<file path="src/rtl/dm_cache_plru.sv">
// dm_cache_plru: tree pseudo-LRU victim selection for a 4-way set-associative
// cache. It keeps one 3-bit tree {b2,b1,b0} per set. b0 is the root, b1 picks
// between ways 0/1, and b2 picks between ways 2/3.
// A lookup returns its victim one cycle later.
// Hits and fills update the tree through a one-entry pending stage (P).
// Lookups and back-to-back accesses forward from P.
// Optional build macro: PLRU_INVALID_FIRST_EN. When it is defined, an invalid
// way is chosen before the tree decode.
module dm_cache_plru #(
    parameter int SET_NUM = 128,
    localparam int IW = $clog2(SET_NUM)
) (
    input  logic          clk,
    input  logic          rst,
    input  logic          lookup_valid,
    input  logic [IW-1:0] lookup_index,
    input  logic [3:0]    way_valid,
    input  logic          access_valid,
    input  logic [IW-1:0] access_index,
    input  logic [1:0]    access_way,
    output logic          victim_valid,
    output logic [1:0]    victim_way
);

    // Tree decode: the root selects a side, and that side's node selects the way.
    function automatic logic [1:0] tree_victim(input logic [2:0] t);
        if (!t[0]) return t[1] ? 2'd1 : 2'd0;
        else       return t[2] ? 2'd3 : 2'd2;
    endfunction

    // Update: every node on the path to w is pointed away from w.
    function automatic logic [2:0] tree_touch(input logic [2:0] t, input logic [1:0] w);
        logic [2:0] n;
        n = t;
        n[0] = (w < 2'd2);
        if (w < 2'd2) n[1] = (w == 2'd0);
        else          n[2] = (w == 2'd2);
        return n;
    endfunction

    logic [2:0]    tree_q [SET_NUM];
    logic          p_valid_q;
    logic [IW-1:0] p_index_q;
    logic [2:0]    p_tree_q;
    logic [2:0]    p_tree_d;
    logic [2:0]    acc_tree;
    logic [2:0]    look_tree;
    logic [1:0]    victim_d;
    logic          victim_valid_q;
    logic [1:0]    victim_way_q;

    // Effective trees. P holds the newest value for its index until it commits.
    // A same-cycle access never reaches the lookup path.
    always_comb begin
        acc_tree  = tree_q[access_index];
        look_tree = tree_q[lookup_index];
        if (p_valid_q && (p_index_q == access_index)) acc_tree  = p_tree_q;
        if (p_valid_q && (p_index_q == lookup_index)) look_tree = p_tree_q;
        p_tree_d = tree_touch(acc_tree, access_way);
    end

`ifdef PLRU_INVALID_FIRST_EN
    // Victim choice: the lowest invalid way wins; otherwise the tree decides.
    always_comb begin
        victim_d = tree_victim(look_tree);
        if      (!way_valid[0]) victim_d = 2'd0;
        else if (!way_valid[1]) victim_d = 2'd1;
        else if (!way_valid[2]) victim_d = 2'd2;
        else if (!way_valid[3]) victim_d = 2'd3;
    end
`else
    // Victim choice: the tree decode only. way_valid has no effect in this build.
    logic unused_way_valid;
    assign unused_way_valid = ^way_valid;
    always_comb begin
        victim_d = tree_victim(look_tree);
    end
`endif

    // Pending stage and array commit: P captures each access and writes the
    // array on the following edge.
    always_ff @(posedge clk or posedge rst) begin
        if (rst) begin
            p_valid_q <= 1'b0;
            p_index_q <= '0;
            p_tree_q  <= '0;
            for (int i = 0; i < SET_NUM; i++) tree_q[i] <= 3'b000;
        end else begin
            if (p_valid_q) tree_q[p_index_q] <= p_tree_q;
            p_valid_q <= access_valid;
            if (access_valid) begin
                p_index_q <= access_index;
                p_tree_q  <= p_tree_d;
            end
        end
    end

    // Result register: victim_way holds its value when no lookup is made.
    always_ff @(posedge clk or posedge rst) begin
        if (rst) begin
            victim_valid_q <= 1'b0;
            victim_way_q   <= 2'd0;
        end else begin
            victim_valid_q <= lookup_valid;
            if (lookup_valid) victim_way_q <= victim_d;
        end
    end

    assign victim_valid = victim_valid_q;
    assign victim_way   = victim_way_q;

endmodule

</file>
<file path="config.mk">
export PLATFORM = sky130hd
export DESIGN_NAME = dm_cache_plru
export DESIGN_NICKNAME = d
export VERILOG_FILES = /design/src/rtl/dm_cache_plru.sv
export SDC_FILE = /design/constraint.sdc
export NUM_CORES = 1
export LEC_CHECK = 0
export CORE_ASPECT_RATIO = 1.75
export CORE_UTILIZATION = 45
export DETAILED_ROUTE_END_ITERATION = 8
export DONT_BUFFER_PORTS = 1
export PLACE_DENSITY = 0.63
export SLEW_MARGIN = 20
export SYNTH_ARGS = -nofsm -noshare
export SYNTH_HDL_FRONTEND = slang
export SYNTH_SLANG_ARGS = --single-unit
</file>
<file path="constraint.sdc">
create_clock -name clk -period 18.5 [get_ports clk]
set_input_delay 3.7 -clock clk [delete_from_list [all_inputs] [get_ports clk]]
set_output_delay 3.7 -clock clk [all_outputs]
set_load 0.01 [all_outputs]
</file>
=== After elaboration in Yosys (flattened, before gate mapping) ===
Cells that the tools add are included.

* Flip-flop bits (word level): 398
* Input port bits: 24
* Output and inout port bits: 3
* Word-level logic and storage cells: 170

* Order comparisons: 5
* Equal/unequal tests: 5
* Multiplexer cells: 16
* Bitwise logic cells: 3
* Reduce and logical (&&, ||, !) cells: 6

{| class="wikitable"
|+ Operator list
! kind !! count
|-
| $bwmux W384 || 1
|-
| $bmux W3 S7 || 2
|-
| $ge A8 B8 Y1 const B || 3
|-
| $not A7 Y8 || 3
|-
| $demux W3 S7 || 1
|-
| $mux W3 || 7
|-
| $eq A7 B7 Y1 || 2
|-
| $lt A8 B1 Y1 const B || 1
|-
| $mux W1 || 4
|-
| $ne A2 B2 Y1 const B || 2
|-
| $reduce_and A2 Y1 || 2
|-
| $logic_and A1 B1 Y1 || 3
|-
| $eq A2 B2 Y1 const B || 1
|-
| $logic_not A2 Y1 || 1
|-
| $lt A2 B2 Y1 const B || 1
|-
| $mux W2 || 1
|}

=== Logic depth before layout (Yosys ltp) ===
Gate-level depths: netlist (run 1).

* Depth after elaboration: 7
* Depth in mapped cells: 13
* Gate-level depth less buffers: 8

=== Worst setup path after synthesis (run 1) ===
Ideal clock, no wire load.

* Path kind: input port to flip-flop
* From: input port access_index[0]
* To: register p_tree_q[1]
* Library setup time: 0.126 ns
* Arrival time: 5.864 ns
* Required time: 18.374 ns
* Slack: 12.510 ns
* Cell stages on the path: 6
* Buffers on the path: 1
* Cells stage by stage: buf_1 -> mux4_2 -> mux4_2 -> mux4_2 -> mux2i_1 -> o21ai_1

* Word-level cells in the longest chain between the ends: 6
* Elaborated cells on any way between the ends: 10
* Those cells by class: eq/ne (2); mux (5); bitwise (1); reduce/logical (2)

{| class="wikitable"
|+ Ends and longest elaborated chain
! what !! line !! source
|-
| start: declaration || 19 || <nowiki>input logic [IW-1:0] access_index,</nowiki>
|-
| $not A7 Y8 (not written as such) || 55 || <nowiki>acc_tree = tree_q[access_index];</nowiki>
|-
| $bmux W3 S7 || 55 ||
|-
| $mux W3 (not written as such) (2 in a row) || 55 ||
|-
| $mux W3 || 57 || <nowiki>if (p_valid_q && (p_index_q == access_index)) acc_tree = p_tree_q;</nowiki>
|-
| $mux W1 || 36 || <nowiki>if (w < 2'd2) n[1] = (w == 2'd0);</nowiki>
|-
| end signal: assignment || 93 || <nowiki>p_tree_q <= p_tree_d;</nowiki>
|-
| end: declaration || 44 || <nowiki>logic [2:0] p_tree_q;</nowiki>
|}

Parallel ways exist; a longest one is shown, timed or not. The select of a mux whose other input is x is not followed.
A chain may end at the register's enable or synchronous reset.

=== Worst setup path in the final report (run 1) ===
* From: input port lookup_index[1]
* To: register victim_way_q[0] (netlist: victim_way[0])

* Word-level cells in the longest chain between the ends: 7
* Elaborated cells on any way between the ends: 10
* Those cells by class: eq/ne (1); mux (7); bitwise (1); reduce/logical (1)

{| class="wikitable"
|+ Ends and longest elaborated chain
! what !! line !! source
|-
| start: declaration || 16 || <nowiki>input logic [IW-1:0] lookup_index,</nowiki>
|-
| $not A7 Y8 (not written as such) || 56 || <nowiki>look_tree = tree_q[lookup_index];</nowiki>
|-
| $bmux W3 S7 || 56 ||
|-
| $mux W3 (not written as such) (2 in a row) || 56 ||
|-
| $mux W3 * || 58 || <nowiki>if (p_valid_q && (p_index_q == lookup_index)) look_tree = p_tree_q;</nowiki>
|-
| $mux W1, on equally long branches || 27, 28 ||
|-
| $mux W2 * || 27 || <nowiki>if (!t[0]) return t[1] ? 2'd1 : 2'd0;</nowiki>
|-
| end signal: assignment || 105 || <nowiki>if (lookup_valid) victim_way_q <= victim_d;</nowiki>
|-
| end: declaration || 50 || <nowiki>logic [1:0] victim_way_q;</nowiki>
|}

Every way passes the cells marked *; elsewhere a longest branch is shown, timed or not. The select of a mux whose other input is x is not followed.

==> results of run 1 <==
cells in the mapped netlist (all sizes together) (6+ instances only):
library cell	count	share of area
dfrtp	398	0.47
o21ai	12	0.0029
nand2b	11	0.0033
xor2	6	0.0025
nand4	6	0.0018
o22ai	9	0.0027
a21oi	12	0.0029
nand3	20	0.0048
nor4	9	0.0030
nand2	102	0.018
xnor2	8	0.0033
o211ai	6	0.0021
buf	43	0.012
nor3	20	0.0048
nor2b	20	0.0060
nand3b	6	0.0021
a22oi	6	0.0021
nor2	71	0.013
mux4	159	0.17
clkbuf	78	0.014
mux2	397	0.21
mux2i	49	0.023
final cells by class:
class | instances | area [sq um] | area share
inverter | 6 | 30.03 | 0.001330
tap | 583 | 729.5 | 0.03230
sequential | 398 | 9971 | 0.4415
clock buffer | 56 | 1140 | 0.05047
multi-input combinational | 972 | 10480 | 0.4642
clock inverter | 8 | 125.1 | 0.005540
timing repair buffer | 13 | 105.1 | 0.004654
sequential cells by signal, indices dropped and copies added, names as in the netlist:
name          cells
p_tree_q          3
p_valid_q         1
p_index_q         7
tree_q          384
victim_valid      1
victim_way        2
per-layer routing:
layer  global-route usage  part of all wire
met5                    0                 0
met4               0.1672             0.071
met3              0.03775             0.052
met2               0.4493              0.52
met1               0.3032              0.36
kinds of logic (layout without fill, tap and decap cells):
group	Yosys count	in the layout	synth area share
flip-flops	398	398	0.4745
AO/OA/AOI/OAI	73	73	0.02378
multiplexers	605	605	0.4069
buffers and inverters	127	83	0.02718
AND/OR/NAND/NOR	280	280	0.06181
XOR/XNOR	14	14	0.005841
worst paths after layout:
check | from | endpoint | slack [ns] | depth (start not counted)
min in group asynchronous | rst | tree_q[361] | 3.13 | 1
min reg2reg | tree_q[327] | tree_q[327] | 0.50 | 1
max | lookup_index[1] | victim_way[0] | 12.50 | 8
max reg2reg | tree_q[33] | victim_way[0] | 15.52 | 8
max in group asynchronous | rst | tree_q[202] | 13.26 | 3
min | tree_q[327] | tree_q[327] | 0.50 | 1
where the power goes:
group | switching [mW] | total [mW] | internal [mW]
clock network | 0.340 | 0.808 | 0.468
logic | 0.124 | 0.276 | 0.153
registers | 0.0707 | 1.03 | 0.962
total | 0.535 | 2.12 | 1.58
placed cells by master (no fill, tap or decap), drive strengths merged, types with 2 or more instances in the layout:
| cell | Yosys | final |
|---|---|---|
| a211oi | 4 | 4 |
| a21oi | 12 | 12 |
| a221oi | 2 | 2 |
| a22oi | 6 | 6 |
| a31oi | 4 | 4 |
| a32oi | 5 | 5 |
| and2 | 3 | 3 |
| buf | 43 | 13 |
| bufinv | 0 | 3 |
| clkbuf | 78 | 56 |
| clkinv | 1 | 4 |
| dfrtp | 398 | 398 |
| inv | 5 | 6 |
| mux2 | 397 | 397 |
| mux2i | 49 | 49 |
| mux4 | 159 | 159 |
| nand2 | 102 | 102 |
| nand2b | 11 | 11 |
| nand3 | 20 | 20 |
| nand3b | 6 | 6 |
| nand4 | 6 | 6 |
| nor2 | 71 | 71 |
| nor2b | 20 | 20 |
| nor3 | 20 | 20 |
| nor3b | 5 | 5 |
| nor4 | 9 | 9 |
| nor4b | 2 | 2 |
| o2111ai | 5 | 5 |
| o211ai | 6 | 6 |
| o21ai | 12 | 12 |
| o22ai | 9 | 9 |
| xnor2 | 8 | 8 |
| xor2 | 6 | 6 |
worst register-to-register path, cell delays in order, from the launching register on:
cell	delay, ns
sky130_fd_sc_hd__dfrtp_1	0.38
sky130_fd_sc_hd__mux4_2	0.47
sky130_fd_sc_hd__nor4b_1	0.16
sky130_fd_sc_hd__a31oi_1	0.60
sky130_fd_sc_hd__nand4_1	0.18
sky130_fd_sc_hd__nor3_1	0.40
sky130_fd_sc_hd__mux2i_1	0.14
sky130_fd_sc_hd__a211oi_1	0.39
sky130_fd_sc_hd__o21ai_1	0.12
==> metrics, run 1 <==
run status complete, but fails checks; failing checks DRC; crit path kind in2reg; slew margin rel. 0.1940; CTS H-tree lvls 2; PortBufs 0; kind of end point of the critical path flip-flop; PwrDens 93.75 nW/um^2; fraction of registers with async set or reset after synthesis 1.000; CP max-delay cell sky130_fd_sc_hd__nor2b_1; antenna-violating nets left 0; post-CTS resize count 0; Routed WL per cell 29.19 microns; total of warnings raised by yosys 0; Max Cap Viol 0; vias per cell 6.433; worst hold path class reg2reg; buffers plus inverters on the worst setup path 0; maximum clock path buffer count 3; Net Count, Synth 1521; Final setup viols 0; Placed Area 21310 sq um; achievable clock frequency 166.8 MHz; number of rows created at floorplan 104; wirelength, routed 59430 microns; most used flip-flop cell after synthesis sky130_fd_sc_hd__dfrtp_1; series of cell instances along the critical path nor2b_1 > nand2_1 > o211ai_1 > a211oi_1 > nor3_1 > mux2i_1 > a211oi_1 > o21ai_1; total number of nets in the final design 1453; count of mapped cells out of synthesis 1497; Worst Hold Margin 0.5001 ns; Placement Setup Slack 12.07 ns; number of buffers inserted by post-CTS setup repair 0; number of enable-type register cells in the synthesized netlist 0; total via count in the routed design 13100; vias in the first global route 14030; maximum fanout along the worst path 110; max-slew violations 0; share of synthesized area occupied by flip-flops and latches 0.4745; slack of the critical path 12.50 ns; number of buffers added by the clock tree synthesis step 38; weighted congestion reported at the end of routability-driven placement 0.8747; final cell utilization of the core 0.4903; CP Data Required Time 18.91 ns; Top Ports 27; setup clock skew after layout 0.01691 ns; detailed router's first-iteration violation count 1043; clock-pin slew on the worst setup and hold paths 0.06 ns; clock sinks 398; number of iterations in the first detailed-routing pass 7; cts hold-fix bufs 0; CTS tree yes; DP Cell Count 1972; synth unique cells 50; total congestion overflow 0; flip-flop and latch count after synthesis 398; post-synthesis average cell area 14.02 sq um; sum of internal, switching and leakage power 2.117 mW; Worst setup SP type primary input; first-pass GRT wire length 90580 microns; Worst EP arrival 6.41 ns; final design instance area without fill 22580 sq um; total routing usage reported by global routing 0.2620; antenna cells 0; die outline width 165.3 microns; fraction of final layout cells sized beyond drive strength 1 0.4398; Leak 10.05 nW; transition time of the tightest slew-check pin 1.208 ns; Initial Util 0.4557; initial antenna violation count 0; Final Hold Fails 0; remaining design rule violation count 4; highest ir drop seen on vdd 0.06194 mV; RSZ-0062 raised after global routing false; Detail Placement HPWL 39290 microns; kind of cell adding the most delay to the critical path simple AND/OR/NAND/NOR gates; floorplan die height 287.7 microns; largest net degree at the start of global routing 111; floorplan core area 46060 sq um; die outline area 47550 sq um; most repeated library cell on the critical path sky130_fd_sc_hd__a211oi_1; clock network latency to the later pin of the worst-skew pair 0.55 ns; crit share post-route 0.3242; Area Growth Syn to Fin 7.588%; Post-Route Setup TNS 0 ns; Post-Syn Area 20990 sq um; min cycle time layout 5.997 ns; final cell count without fillers 2036; Fill cells 4007; root buffer selected by CTS sky130_fd_sc_hd__clkbuf_16; slowest cell delay on critical path 0.73 ns
No activity file was read; power rests on OpenSTA's default activity.
==> inputs of run 2 (changes only) <==
--- a/config.mk
+++ b/config.mk
@@ -9,7 +9,7 @@
 export CORE_UTILIZATION = 45
 export DETAILED_ROUTE_END_ITERATION = 8
 export DONT_BUFFER_PORTS = 1
-export PLACE_DENSITY = 0.63
+export PLACE_DENSITY = 0.65
 export SLEW_MARGIN = 20
 export SYNTH_ARGS = -nofsm -noshare
 export SYNTH_HDL_FRONTEND = slang
==> constraint.sdc (replaced) <==
create_clock -name clk -period 5.3 [get_ports clk]
set_input_delay 1.06 -clock clk [delete_from_list [all_inputs] [get_ports clk]]
set_output_delay 1.06 -clock clk [all_outputs]
set_load 0.01 [all_outputs]
==> metrics, run 2 (synthesis results as in run 1) <==
run status complete, but fails checks; failing checks DRC; number of buffers inserted by post-CTS setup repair 0; endpoint of the worst hold path tree_q[48]; RSZ-0062 raised after global routing false; Worst Hold Margin 0.5028 ns; Routed WL per cell 29.11 microns; Worst EP arrival 3.64 ns; cts hold-fix bufs 0; Worst setup SP type primary input; slew margin rel. 0.1861; number of buffers added by the clock tree synthesis step 37; CP Data Required Time 5.70 ns; die outline width 165.3 microns; PwrDens 327.5 nW/um^2; total congestion overflow 0; transition time of the tightest slew-check pin 1.220 ns; vias in the first global route 14020; Area Growth Syn to Fin 7.981%; Initial Util 0.4557; setup slack on the worst flop-to-flop path 2.32 ns; most common library cell in the layout ignoring fill and taps sky130_fd_sc_hd__mux2_2; remaining design rule violation count 9; clock sinks 398; crit path kind in2reg; antenna-violating nets left 0; Top Ports 27; vias per cell 6.479; max-slew violations 0; Final Hold Fails 0; antenna cells 0; number of instances on the worst hold path 1; biggest registers after layout tree_q (384), p_index_q (7), p_tree_q (3); endpoint of the worst register-to-register path tree_q[242]; CP max-delay cell sky130_fd_sc_hd__mux4_2; slowest cell delay on critical path 0.58 ns; leading cell types in the layout, fill and taps excluded 397 x sky130_fd_sc_hd__mux2_2, 395 x sky130_fd_sc_hd__dfrtp_1, 159 x sky130_fd_sc_hd__mux4_2; floorplan core area 46060 sq um; worst hold path class reg2reg; wirelength, routed 59380 microns; clock network latency to the later pin of the worst-skew pair 0.55 ns; setup clock skew after layout 0.02127 ns; largest net degree at the start of global routing 128; highest ir drop seen on vdd 0.1906 mV; maximum clock path buffer count 3; min cycle time layout 3.239 ns; floorplan die height 287.7 microns; max reg flops 384; total via count in the routed design 13220; kind of end point of the critical path flip-flop; initial antenna violation count 0; root buffer selected by CTS sky130_fd_sc_hd__clkbuf_16; Post-Route Setup TNS 0 ns; number of rows created at floorplan 104; achievable clock frequency 308.7 MHz; Reg-to-Reg Start p_index_q[0]; startpoint of the most critical hold path tree_q[48]; final design instance area without fill 22670 sq um; maximum fanout along the worst path 88; CTS tree yes; reg2reg path depth 5; Largest Register tree_q; first-pass GRT wire length 90290 microns; Final setup viols 0; CTS H-tree lvls 2; sw power 1.878 mW; part of the power in combinational logic 0.132; weighted congestion reported at the end of routability-driven placement 0.8958; clock-pin slew on the worst setup and hold paths 0.06 ns; power share of the clock group 0.382; number of iterations in the first detailed-routing pass 7; total routing usage reported by global routing 0.2594; Power Internal 5.545 mW; final cell utilization of the core 0.4921; crit share post-route 0.6111; detailed router's first-iteration violation count 1034; post-CTS resize count 0; Placed Area 21360 sq um; fraction of power spent switching nets 0.2530; PortBufs 0; series of cell instances along the critical path mux4_2 > mux2i_1 > mux4_2 > nor2_1 > nor3_1 > mux2i_1 > a211oi_1 > o21ai_1; Leak 10.10 nW; total number of nets in the final design 1454; Detail Placement HPWL 39290 microns; die outline area 47550 sq um; sum of internal, switching and leakage power 7.423 mW; fraction of final layout cells sized beyond drive strength 1 0.4454; part of the total power dissipated in sequential elements 0.486; Max Cap Viol 0
## run 2: changes by cell type in the layout (fill, tap and decap cells not counted), sizes merged
cell    before  now
bufinv       3    2
clkinv       4    6
buf         13   15
inv          6    5
clkbuf      56   58
## run 2: critical path: cells and delay by family
family	cells	cell delay [ns]
and+or+nand+nor	2	0.31
AOI/OAI and AO/OA	2	0.63
muxes	4	1.46
## run 2: how the worst max path moves through the flow
stage	startpoint	to	cells past startpoint
6_report	lookup_index[0]	victim_way[0]	8
5_1_grt	lookup_index[1]	victim_way[0]	8
4_1_cts	lookup_index[2]	victim_way[0]	8
3_5_place_dp	lookup_index[2]	victim_way[0]	8
3_3_place_gp	lookup_index[2]	victim_way[0]	8
2_1_floorplan	rst	p_index_q[0]	1
## run 2: area by class of cell
| type | count | area, sq um |
|---|---|---|
| Tap cell | 583 | 729.5 |
| Multi-Input combinational cell | 972 | 10500 |
| Inverter | 6 | 26.28 |
| Fill cell | 3948 | 23400 |
| Sequential cell | 398 | 9971 |
| Timing Repair Buffer | 15 | 150.1 |
| Clock inverter | 8 | 93.84 |
| Clock buffer | 58 | 1197 |
## run 2: power by group through the flow
stage                     logic [mW]  registers (mW)  clock network (mW)
after global placement         0.953            3.63                   0
final                          0.978            3.61                2.84
after CTS                      0.980            3.60                2.89
after floorplan                0.851            3.54                   0
after detailed placement       0.978            3.66                   0
after global routing            1.04            3.65                3.00
## run 2: per-layer routing
layer / part of all wire / wire (microns) / up-vias / global-route usage
met5: 0 / 0 / - / 0
met4: 0.083 / 4951 / 0 / 0.1936
li1: - / - / 5500 / -
met1: 0.36 / 21410 / 7049 / 0.3019
met3: 0.054 / 3224 / 181 / 0.03760
met2: 0.50 / 29790 / 487 / 0.4300
## run 2: stage by stage
| step | cells | setup WS, ns |
|---|---|---|
| 2_1_floorplan | 1497 | -1.118 |
| 3_3_place_gp | 1974 | 1.614 |
| 3_5_place_dp | 1974 | 1.628 |
| 4_1_cts | 2040 | 2.189 |
| 5_1_grt | 2040 | 2.012 |
| 6_report | 2040 | 2.061 |
==> inputs of run 3 (changes only) <==
--- a/config.mk
+++ b/config.mk
@@ -9,7 +9,7 @@
 export CORE_UTILIZATION = 45
 export DETAILED_ROUTE_END_ITERATION = 8
 export DONT_BUFFER_PORTS = 1
-export PLACE_DENSITY = 0.65
+export PLACE_DENSITY = 0.63
 export SLEW_MARGIN = 20
 export SYNTH_ARGS = -nofsm -noshare
 export SYNTH_HDL_FRONTEND = slang
==> constraint.sdc (replaced) <==
create_clock -name clk -period 3.2 [get_ports clk]
set_input_delay 0.64 -clock clk [delete_from_list [all_inputs] [get_ports clk]]
set_output_delay 0.64 -clock clk [all_outputs]
set_load 0.01 [all_outputs]
==> metrics, run 3 (synthesis results as in run 1) <==
run status complete, but fails checks; failing checks DRC; initial antenna violation count 0; met2 usage 0.4430; max-slew violations 0; total congestion overflow 0; slew margin rel. 0.4039; vias per cell 6.400; antenna-violating nets left 0; weighted congestion reported at the end of routability-driven placement 0.8748; vias in the first global route 14150; crit path kind reg2reg; remaining design rule violation count 6; Final Hold Fails 0; Max Cap Viol 0; clock network latency to the later pin of the worst-skew pair 0.55 ns; routing layer with the top usage in global route met2; max reg flops 384; Routed WL per cell 29.00 microns; cts hold-fix bufs 0; total number of nets in the final design 1494; die outline width 165.3 microns; crit share post-route 0.7961; Fill cells 3917; root buffer selected by CTS sky130_fd_sc_hd__clkbuf_16; floorplan die height 287.7 microns; CTS H-tree lvls 2; worst hold path class in2reg; Placement Setup Slack 0.2879 ns; slack of the critical path 0.6525 ns; number of rows created at floorplan 104; Final setup viols 0; number of iterations in the first detailed-routing pass 7; global-route met1 utilization 0.3112; fraction of final layout cells sized beyond drive strength 1 0.4529; PwrDens 544.6 nW/um^2; CP Data Required Time 3.68 ns; transition time of the tightest slew-check pin 0.8942 ns; PortBufs 0; DP Cell Count 2012; Worst setup SP type flip-flop; Largest Register tree_q; Leak 10.35 nW; detailed router's first-iteration violation count 1003; kind of end point of the critical path flip-flop; Detail Placement HPWL 39780 microns; final design instance area without fill 23090 sq um; final cell utilization of the core 0.5013; most common library cell in the layout ignoring fill and taps sky130_fd_sc_hd__mux2_2; clock sinks 398; wirelength, routed 60310 microns; first element of the critical path tree_q[339]; CTS tree yes; Worst EP arrival 3.03 ns; largest net degree at the start of global routing 112; min cycle time layout 2.547 ns; setup clock skew after layout 0.01478 ns; highest ir drop seen on vdd 0.3627 mV; Placed Area 21710 sq um; area occupied by multi-input gates 10460 sq um; final cell count without fillers 2080; total via count in the routed design 13310; RSZ-0062 raised after global routing false; number of buffers added by the clock tree synthesis step 38; die outline area 47550 sq um; floorplan core area 46060 sq um; Reg-to-Reg Start tree_q[339]; number of buffers inserted by post-CTS setup repair 0; met3 global-route usage 0.04048; leading cell types in the layout, fill and taps excluded 397 x sky130_fd_sc_hd__mux2_2, 395 x sky130_fd_sc_hd__dfrtp_1, 159 x sky130_fd_sc_hd__mux4_2; register area 9971 sq um; biggest registers after layout tree_q (384), p_index_q (7), p_tree_q (3); antenna cells 0; Top Ports 27; total routing usage reported by global routing 0.2637; Area Growth Syn to Fin 10.00%; maximum fanout along the worst path 3; Initial Util 0.4557; clock-pin slew on the worst setup and hold paths 0.07 ns; first-pass GRT wire length 91410 microns; startpoint of the most critical hold path access_valid; achievable clock frequency 392.5 MHz; post-CTS resize count 0; maximum clock path buffer count 3; sum of internal, switching and leakage power 12.58 mW
[run 3: cell types whose count changed in the layout (fill, tap and decap cells not counted), moves of 2 or more]
cell / previous run / this run
sky130_fd_sc_hd__buf_4: 12 / 43
sky130_fd_sc_hd__buf_12: 3 / 10
sky130_fd_sc_hd__clkbuf_8: 15 / 8
sky130_fd_sc_hd__nor2_1: 64 / 71
sky130_fd_sc_hd__nor2_2: 6 / 0
sky130_fd_sc_hd__bufinv_16: 2 / 5
sky130_fd_sc_hd__clkbuf_16: 39 / 41
sky130_fd_sc_hd__nor3_1: 18 / 20
sky130_fd_sc_hd__nor3_2: 2 / 0
[run 3: critical path, stage by stage (launching register included)]
cell	delay, ns
sky130_fd_sc_hd__dfrtp_1	0.38
sky130_fd_sc_hd__mux4_2	0.47
sky130_fd_sc_hd__mux2i_1	0.28
sky130_fd_sc_hd__o32ai_1	0.14
sky130_fd_sc_hd__or3_1	0.39
sky130_fd_sc_hd__nor4_2	0.29
sky130_fd_sc_hd__nor4b_1	0.31
sky130_fd_sc_hd__a211oi_1	0.08
sky130_fd_sc_hd__o21ai_1	0.13
[run 3: cell type report]
type,instances,area share
Clock inverter,13,0.008561
Inverter,6,0.001138
Sequential cell,398,0.4318
Multi-Input combinational cell,972,0.4530
Clock buffer,54,0.05001
Tap cell,583,0.03159
Timing Repair Buffer,54,0.02384
[run 3: path summary, 6_finish.rpt]
kind,depth (start not counted),slack [ns],to
max,8,0.65,victim_way[0]
min,0,0.12,p_valid_q
max reg2reg,8,0.65,victim_way[0]
min reg2reg,1,0.50,tree_q[243]
max in group asynchronous,2,2.22,p_tree_q[1]
min in group asynchronous,1,0.15,tree_q[119]
[run 3: stage by stage]
| stage | TNS [ns] | hold WS, ns |
|---|---|---|
| global placement | 0 | 0.4830 |
| CTS | 0 | 0.1015 |
| floorplan | -1113.52 | 0.4710 |
| detailed placement | 0 | 0.4904 |
| finish | 0 | 0.1180 |
| global route | 0 | 0.1032 |
[run 3: routing by layer]
layer	up-vias	routed length, microns
met3	161	3098
met4	0	4277
li1	5596	-
met5	-	0
met2	452	30670
met1	7104	22260
[run 3: power breakdown]
group	switching, mW	total [mW]	internal (mW)
Clock	2.02	4.94	2.92
Sequential	0.416	5.98	5.56
Combinational	0.718	1.66	0.937
